File: src/rtl/pong_game_ctrl.sv
// Game-flow controller for single-player Pong: serve sequencing, paddle hit/miss
// detection, BCD score and lives bookkeeping. All outputs are registered.
module pong_game_ctrl #(
    parameter int SERVE_DELAY = 50_000_000,
    parameter int LIVES       = 3,
    parameter int PADDLE_Y    = 440,
    parameter int PADDLE_W    = 64,
    parameter int Y_MAX       = 479
) (
    input  logic        i_Clock,
    input  logic        i_Reset,
    input  logic        i_Space,
    input  logic [10:0] i_Ball_X,
    input  logic [10:0] i_Ball_Y,
    input  logic        i_Ball_Dir_Y,
    input  logic [10:0] i_Paddle_X,
    output logic        o_Ball_Reset,
    output logic        o_Ball_Space,
    output logic        o_Paddle_Hit,
    output logic        o_Lose,
    output logic [7:0]  o_Score,
    output logic [2:0]  o_Lives,
    output logic [2:0]  o_State,
    output logic        o_Game_Over
);

    localparam int              CNT_W      = (SERVE_DELAY > 1) ? $clog2(SERVE_DELAY) : 1;
    localparam logic [CNT_W-1:0] CNT_LOAD  = CNT_W'(SERVE_DELAY - 1);
    localparam logic [10:0]     HIT_ROW    = 11'(PADDLE_Y - 1);
    localparam logic [10:0]     Y_LIMIT    = 11'(Y_MAX);
    localparam logic [11:0]     PAD_SPAN   = 12'(PADDLE_W - 1);
    localparam logic [2:0]      LIVES_INIT = 3'(LIVES);

    typedef enum logic [2:0] {
        ST_ATTRACT   = 3'd0,
        ST_SERVE     = 3'd1,
        ST_PLAY      = 3'd2,
        ST_MISS      = 3'd3,
        ST_GAME_OVER = 3'd4
    } state_t;

    state_t           state_q, state_d;
    logic [CNT_W-1:0] countdown_q, countdown_d;
    logic             hit_latch_q, hit_latch_d;
    logic             space_q, space_d;
    logic             ball_reset_q, ball_reset_d;
    logic             ball_space_q, ball_space_d;
    logic             paddle_hit_q, paddle_hit_d;
    logic             lose_q, lose_d;
    logic [7:0]       score_q, score_d;
    logic [2:0]       lives_q, lives_d;
    logic             game_over_q, game_over_d;

    logic sp_rise;
    logic hit_cond;
    logic miss_cond;
    logic [11:0] ball_x_w, pad_l_w, pad_r_w;

    function automatic logic [7:0] bcd_inc(input logic [7:0] s);
        if (s == 8'h99)
            return s;
        if (s[3:0] == 4'd9)
            return {s[7:4] + 4'd1, 4'd0};
        return {s[7:4], s[3:0] + 4'd1};
    endfunction

    // 12-bit window compare so a paddle near the right edge cannot wrap
    assign ball_x_w  = {1'b0, i_Ball_X};
    assign pad_l_w   = {1'b0, i_Paddle_X};
    assign pad_r_w   = pad_l_w + PAD_SPAN;
    assign sp_rise   = i_Space & ~space_q;
    assign hit_cond  = i_Ball_Dir_Y && (i_Ball_Y == HIT_ROW) &&
                       (ball_x_w >= pad_l_w) && (ball_x_w <= pad_r_w);
    assign miss_cond = i_Ball_Dir_Y && (i_Ball_Y >= Y_LIMIT);

    always_comb begin
        state_d      = state_q;
        countdown_d  = countdown_q;
        hit_latch_d  = 1'b0;
        space_d      = i_Space;
        ball_reset_d = 1'b1;
        ball_space_d = 1'b0;
        paddle_hit_d = 1'b0;
        lose_d       = 1'b0;
        score_d      = score_q;
        lives_d      = lives_q;
        game_over_d  = 1'b0;

        case (state_q)
            ST_ATTRACT: begin
                if (sp_rise) begin
                    score_d     = 8'h00;
                    lives_d     = LIVES_INIT;
                    countdown_d = CNT_LOAD;
                    state_d     = ST_SERVE;
                end
            end
            ST_SERVE: begin
                if (countdown_q == '0) begin
                    ball_reset_d = 1'b0;
                    ball_space_d = 1'b1;
                    state_d      = ST_PLAY;
                end else begin
                    countdown_d = countdown_q - CNT_W'(1);
                end
            end
            ST_PLAY: begin
                ball_reset_d = 1'b0;
                hit_latch_d  = hit_latch_q & i_Ball_Dir_Y;
                // a miss overrides a simultaneous hit
                if (miss_cond) begin
                    lose_d       = 1'b1;
                    ball_reset_d = 1'b1;
                    hit_latch_d  = 1'b0;
                    if (lives_q != 3'd0)
                        lives_d = lives_q - 3'd1;
                    state_d = ST_MISS;
                end else if (hit_cond && !hit_latch_q) begin
                    paddle_hit_d = 1'b1;
                    hit_latch_d  = 1'b1;
                    score_d      = bcd_inc(score_q);
                end
            end
            ST_MISS: begin
                if (lives_q == 3'd0) begin
                    game_over_d = 1'b1;
                    state_d     = ST_GAME_OVER;
                end else begin
                    countdown_d = CNT_LOAD;
                    state_d     = ST_SERVE;
                end
            end
            ST_GAME_OVER: begin
                game_over_d = 1'b1;
                if (sp_rise) begin
                    game_over_d = 1'b0;
                    state_d     = ST_ATTRACT;
                end
            end
            default: state_d = ST_ATTRACT;
        endcase
    end

    always_ff @(posedge i_Clock or posedge i_Reset) begin
        if (i_Reset) begin
            state_q      <= ST_ATTRACT;
            countdown_q  <= '0;
            hit_latch_q  <= 1'b0;
            space_q      <= 1'b0;
            ball_reset_q <= 1'b1;
            ball_space_q <= 1'b0;
            paddle_hit_q <= 1'b0;
            lose_q       <= 1'b0;
            score_q      <= 8'h00;
            lives_q      <= LIVES_INIT;
            game_over_q  <= 1'b0;
        end else begin
            state_q      <= state_d;
            countdown_q  <= countdown_d;
            hit_latch_q  <= hit_latch_d;
            space_q      <= space_d;
            ball_reset_q <= ball_reset_d;
            ball_space_q <= ball_space_d;
            paddle_hit_q <= paddle_hit_d;
            lose_q       <= lose_d;
            score_q      <= score_d;
            lives_q      <= lives_d;
            game_over_q  <= game_over_d;
        end
    end

    assign o_Ball_Reset = ball_reset_q;
    assign o_Ball_Space = ball_space_q;
    assign o_Paddle_Hit = paddle_hit_q;
    assign o_Lose       = lose_q;
    assign o_Score      = score_q;
    assign o_Lives      = lives_q;
    assign o_State      = state_q;
    assign o_Game_Over  = game_over_q;

endmodule

File: config.mk
export PLATFORM = sky130hd
export DESIGN_NAME = pong_game_ctrl
export DESIGN_NICKNAME = d
export VERILOG_FILES = /design/src/rtl/pong_game_ctrl.sv
export SDC_FILE = /design/constraint.sdc
export NUM_CORES = 1
export LEC_CHECK = 0
export CAP_MARGIN = 20
export CORE_MARGIN = 1
export CORE_UTILIZATION = 54
export DETAILED_ROUTE_END_ITERATION = 7
export MAX_ROUTING_LAYER = met4
export PLACE_DENSITY = 0.81
export SLEW_MARGIN = 20
export SYNTH_ARGS = -nofsm -noshare
export SYNTH_HDL_FRONTEND = slang
export SYNTH_SLANG_ARGS = --single-unit
File: constraint.sdc
create_clock -name i_Clock -period 3.1 [get_ports i_Clock]
set_input_delay 0.31 -clock i_Clock [delete_from_list [all_inputs] [get_ports i_Clock]]
set_output_delay 0.31 -clock i_Clock [all_outputs]
set_load 0.02 [all_outputs]
======== Word level (Yosys, flattened, before mapping) ========
Index checks and enable logic that the tools add are counted.
storage, ports and cells
  flip-flop bits (word level) ............. 47
  bits of input ports ..................... 37
  output and inout bits ................... 19
  logic and storage cells ................. 103
operators by class
  $add $sub $neg .......................... 5
  magnitude comparators ................... 3
  equality and inequality tests ........... 17
  mux-type cells .......................... 46
  bitwise logic cells ..................... 3
  reduce and logical (&&, ||, !) cells .... 17
operator list
  cell                                                                                  number
  26-bit 2-to-1 mux                                                                     3
  26-bit case mux with 3 select lines                                                   1
  8-bit 2-to-1 mux                                                                      7
  26-bit zero test                                                                      1
  26-bit by 1-bit subtractor with 26-bit output, second input constant                  1
  3-bit 2-to-1 mux                                                                      8
  1-bit 2-to-1 mux                                                                      22
  2-bit inequality test, second input constant                                          9
  8-bit case mux with 2 select lines                                                    1
  4-bit AND reduction                                                                   4
  3-bit case mux with 5 select lines                                                    1
  11-bit by 6-bit adder with 12-bit output, second input constant                       1
  11-bit by 12-bit less-or-equal comparator with 1-bit output                           1
  11-bit by 9-bit equality test with 1-bit output, second input constant                1
  11-bit greater-or-equal comparator                                                    1
  11-bit by 9-bit greater-or-equal comparator with 1-bit output, second input constant  1
  4-bit by 1-bit adder with 4-bit output, second input constant                         2
  8-bit equality test, second input constant                                            1
  3-bit by 2-bit equality test with 1-bit output, second input constant                 2
  3-bit zero test                                                                       2
  3-bit case mux with 2 select lines                                                    1
  3-bit nonzero test                                                                    2
  1-bit logical AND                                                                     5
  5-bit AND reduction                                                                   1
  other kinds (10)                                                                      12

======== Longest topological paths before layout ========
  word-level depth ........................ 17
  depth in mapped cells ................... 13
  mapped depth without buffers ............ 12

======== Least setup slack after synthesis ========
OpenSTA, ideal clock, no wires.
  kind .................................... input -> register
  start ................................... in i_Paddle_X[2]
  end ..................................... reg score_q[7], in the netlist o_Score[7]
  setup time .............................. 0.125 ns
  arrival time ............................ 2.574 ns
  data required time ...................... 2.975 ns
  slack ................................... 0.400 ns
  stages .................................. 12
  buffers on the path ..................... 1
  cell sequence ........................... nor4_1 > nand2_1 > nand4_1 > xnor2_1 > ha_1 > a21oi_1 > o221ai_1 > a211o_1 > a311oi_2 > buf_2 > nand3b_1 > nand3_1
on the way
  word-level cells in the longest chain between the ends .. 6
  elaborated cells on any way between the ends .. 8
  classes of those cells .................. 1 x add/sub; 2 x order compare; 1 x eq/ne; 4 x reduce/logical
ends and longest elaborated chain
  what                                                                                              line    RTL
  start: declaration                                                                                16      input logic [10:0] i_Paddle_X,
  11-bit by 6-bit adder with 12-bit output or 11-bit greater-or-equal comparator (tied branches)    70, 73
  11-bit by 12-bit less-or-equal comparator with 1-bit output or 1-bit logical AND (tied branches)  73, 72
  1-bit logical AND *                                                                               73      (ball_x_w >= pad_l_w) && (ball_x_w <= pad_r_w);
  1-bit logical AND *                                                                               118     end else if (hit_cond && !hit_latch_q) begin
  2-bit inequality test (no line) *                                                                 n/a
  5-bit AND reduction (no line) *                                                                   n/a
  end signal: assignment                                                                            166     score_q <= score_d;
  end: declaration                                                                                  50      logic [7:0] score_q, score_d;
Mark *: on every way between the ends. The rest lies on a longest branch, timed or not.
A chain may end at the register's enable or synchronous reset.

======== Worst setup path in the final report ========
  start ................................... in i_Paddle_X[2]
  end ..................................... reg score_q[3], in the netlist o_Score[3]
on the way
  word-level cells in the longest chain between the ends .. 6
  elaborated cells on any way between the ends .. 8
  classes of those cells .................. 1 x add/sub; 2 x order compare; 1 x eq/ne; 4 x reduce/logical
ends and longest elaborated chain
  what                                                                                              line
  11-bit by 6-bit adder with 12-bit output or 11-bit greater-or-equal comparator (tied branches)    70, 73
  11-bit by 12-bit less-or-equal comparator with 1-bit output or 1-bit logical AND (tied branches)  73, 72
  1-bit logical AND *                                                                               73
  1-bit logical AND *                                                                               118
  2-bit inequality test (no line) *                                                                 n/a
  4-bit AND reduction (no line) *                                                                   n/a
Marks and branches as above.

==> run_results.csv <==
group,metric,value,unit
sta,slew_headroom,46.6,%
sta,period_share,95.4,%
sta,slew_violations,0,
sta,whs,463,ps
global_routing,grt_pass1_vias,2876,
power_and_ir_drop,powerDensity,360,nW/um2
cells_and_area,fin_nets,500,
critical_path,end_kind,"flip-flop",
power_and_ir_drop,power_leakage,0.00179,uW
routing,wl_per_cell,14.7,um
routing,drt_pass1_iterations,4,
synth,yosysSeqAreaShare,35.7,%
run_status,status,"finished clean",
placed_design,place_hpwl,5730,um
die,die_area,6430,um2
critical_path,crit_type,"primary input to flip-flop",
routing,drtAntennaViolNets,0,
synth,netlist_instances,361,
clock_network,clkTransAtPathRegs,90,ps
cells_and_area,mostFrequentLayoutCells,"clkdlybuf4s50_1, dfrtp_1, nor2_1",
clock_network,cts_made_buffers,5,
synth,synth_area_per_cell,9.15,um2
synth,synth_seq_cells,47,
die,initial_core_util,55.8,%
clock_network,clockBufferDepth,2,
global_routing,grt_overflow_total,0,
cells_and_area,multiInputGateArea,1990,um2
global_routing,grt_max_degree,48,
global_routing,track_usage,25.0,%
synth,synth_edf_count,0,
synth,ys_types,68,
clock_network,htreeDepth,2,
sta,final-setup-viol-count,0,
critical_path,crit_fanout,8,
clock_network,clk_latency,300,ps
sta,fin_crit,2960,ps
die,io_pins,56,
die,rows,28,
routing,drt_iter0_drc,107,
critical_path,worstSetupStartpointType,"primary input",
placed_design,place_ws,-150,ps
clock_network,cts_sinks,47,
routing,drc,0,
synth,synthesis.nets,429,
critical_path,crit_arrival,3140,ps
synth,synthesis.area,3300,um2
clock_network,holdBufCountCts,0,
power_and_ir_drop,peakVddDrop,0.275,mV
worst_hold_path,hold_path_class,"primary input to async pin",
cells_and_area,nFillCells,444,
routing,routed_wl,7490,um
sta,rsz0062_at_grt,"false",
cells_and_area,diodes,0,
clock_network,cts_tree,"yes",
sta,layout_setup_ws,144,ps
die,die_height,80.2,um
cells_and_area,seq_area,1180,um2
cells_and_area,layout-drive-gt1-share,13.9,%
cells_and_area,postLayoutCoreUtil,70.2,%
global_routing,antenna_found_initial,0,
routing,avgViaCountPerCell,5.75,
sta,finClkSkew,8.64,ps
global_routing,grt_pass1_wl,12400,um
synth,yosys_most_used_dff,"dfrtp_1",
sta,worst_slew_pin_slew,801,ps
sta,setup_tns,0,ps
die,die_x,80.2,um
placed_design,portBuffers,55,
synth,yosys_warnings,0,
placed_design,place.gp.congestion,0.866,
flow_run,drv_cap,0,
sta,hold_violations,0,
cells_and_area,syn2layout_area_growth,25.8,%
routing,vias,2920,
cells_and_area,layout.cells.most_common,"clkdlybuf4s50_1",
clock_network,cts-root-buf,"clkbuf_8",
critical_path,crit_required,3280,ps
sta,timing.fmax,0.338,GHz
synth,synthArstFlopShare,100,%
die,coreArea,5920,um2
==> worst paths after layout <==
kind / slack (ps) / to / cells after the start / start
max: 140 / o_Score[3] / 12 / i_Paddle_X[2]
min in group i_Clock: 500 / space_q / 1 / i_Space
min: 460 / countdown_q[8] / 2 / i_Reset
min reg2reg: 510 / countdown_q[23] / 2 / countdown_q[23]
max reg2reg: 410 / countdown_q[24] / 9 / o_Lives[0]
max in group asynchronous: 2160 / o_Score[7] / 2 / i_Reset
==> kinds of logic after synthesis <==
family | count (synthesis) | synth area share, %
AO/OA/AOI/OAI | 65 | 14.8
adder cells (fa/ha/maj) | 31 | 11.7
flip-flops | 47 | 35.7
XOR/XNOR | 22 | 5.83
AND/OR/NAND/NOR | 153 | 26.0
multiplexers | 3 | 0.985
buffers and inverters | 40 | 4.89
==> synthesized netlist by cell type, types with 5 or more instances <==
| cell | instances | area share [%] |
|---|---|---|
| ha_1 | 31 | 12 |
| nand2_1 | 32 | 3.6 |
| nor4_1 | 5 | 0.95 |
| o31ai_1 | 6 | 1.4 |
| nor3_1 | 7 | 1.1 |
| inv_1 | 32 | 3.6 |
| nand3_1 | 22 | 3.3 |
| nand4_1 | 8 | 1.5 |
| o21ai_0 | 11 | 1.7 |
| a21o_1 | 5 | 1.1 |
| xnor2_1 | 8 | 2.1 |
| nor2_1 | 33 | 3.8 |
| xor2_1 | 14 | 3.7 |
| dfrtp_1 | 44 | 33 |
| a21oi_1 | 13 | 2.0 |
| or4_1 | 5 | 1.1 |
==> state kept, by name, indices dropped and copies added (netlist names) <==
signal,cells
o_Paddle_Hit,1
o_Ball_Reset,1
o_State,3
space_q,1
o_Lose,1
o_Score,8
countdown_q,26
o_Lives,3
o_Ball_Space,1
hit_latch_q,1
o_Game_Over,1
==> what timing repair did <==
action | in CTS | in global routing
buffers inserted | 0 | 0
resized for setup | 0 | 11
setup endpoints to repair | 0 | 5
==> critical path, cell delays in order <==
cell	delay, ps
clkdlybuf4s50_1	440
buf_4	150
nor3_1	230
xnor2_1	150
ha_1	250
and3_1	200
a221o_1	340
a211o_1	300
a311oi_2	340
buf_6	180
a21boi_1	160
o21ai_1	90
==> metrics by stage <==
stage / instances / area [um2] / total power (uW)
floorplan: 361 / 3300 / 965
global placement: 499 / 4030 / 1110
detailed placement: 499 / 4030 / 1130
CTS: 507 / 4110 / 1490
global route: 508 / 4160 / 1580
finish: 508 / 4160 / 1500
==> power by group <==
group | total, uW | internal [uW] | switching (uW)
Clock | 367 | 158 | 209
Sequential | 718 | 661 | 57.2
Combinational | 411 | 193 | 218
Total | 1500 | 1010 | 484
==> final cells by class <==
cell class                 instances  area share [%]
inverter                          32            2.92
multi-input combinational        274            48.0
sequential                        47            28.4
timing repair buffer              72            16.4
tap                               75            2.26
clock inverter                     2           0.301
clock buffer                       6            1.75
==> metal layers <==
metal  routed length, um  global-route usage [%]
met5                   0                       -
met4                 125                    6.79
met3                 251                    3.75
met2                3950                    45.1
met1                3160                    28.9
Power figures use the tool's default switching activity.
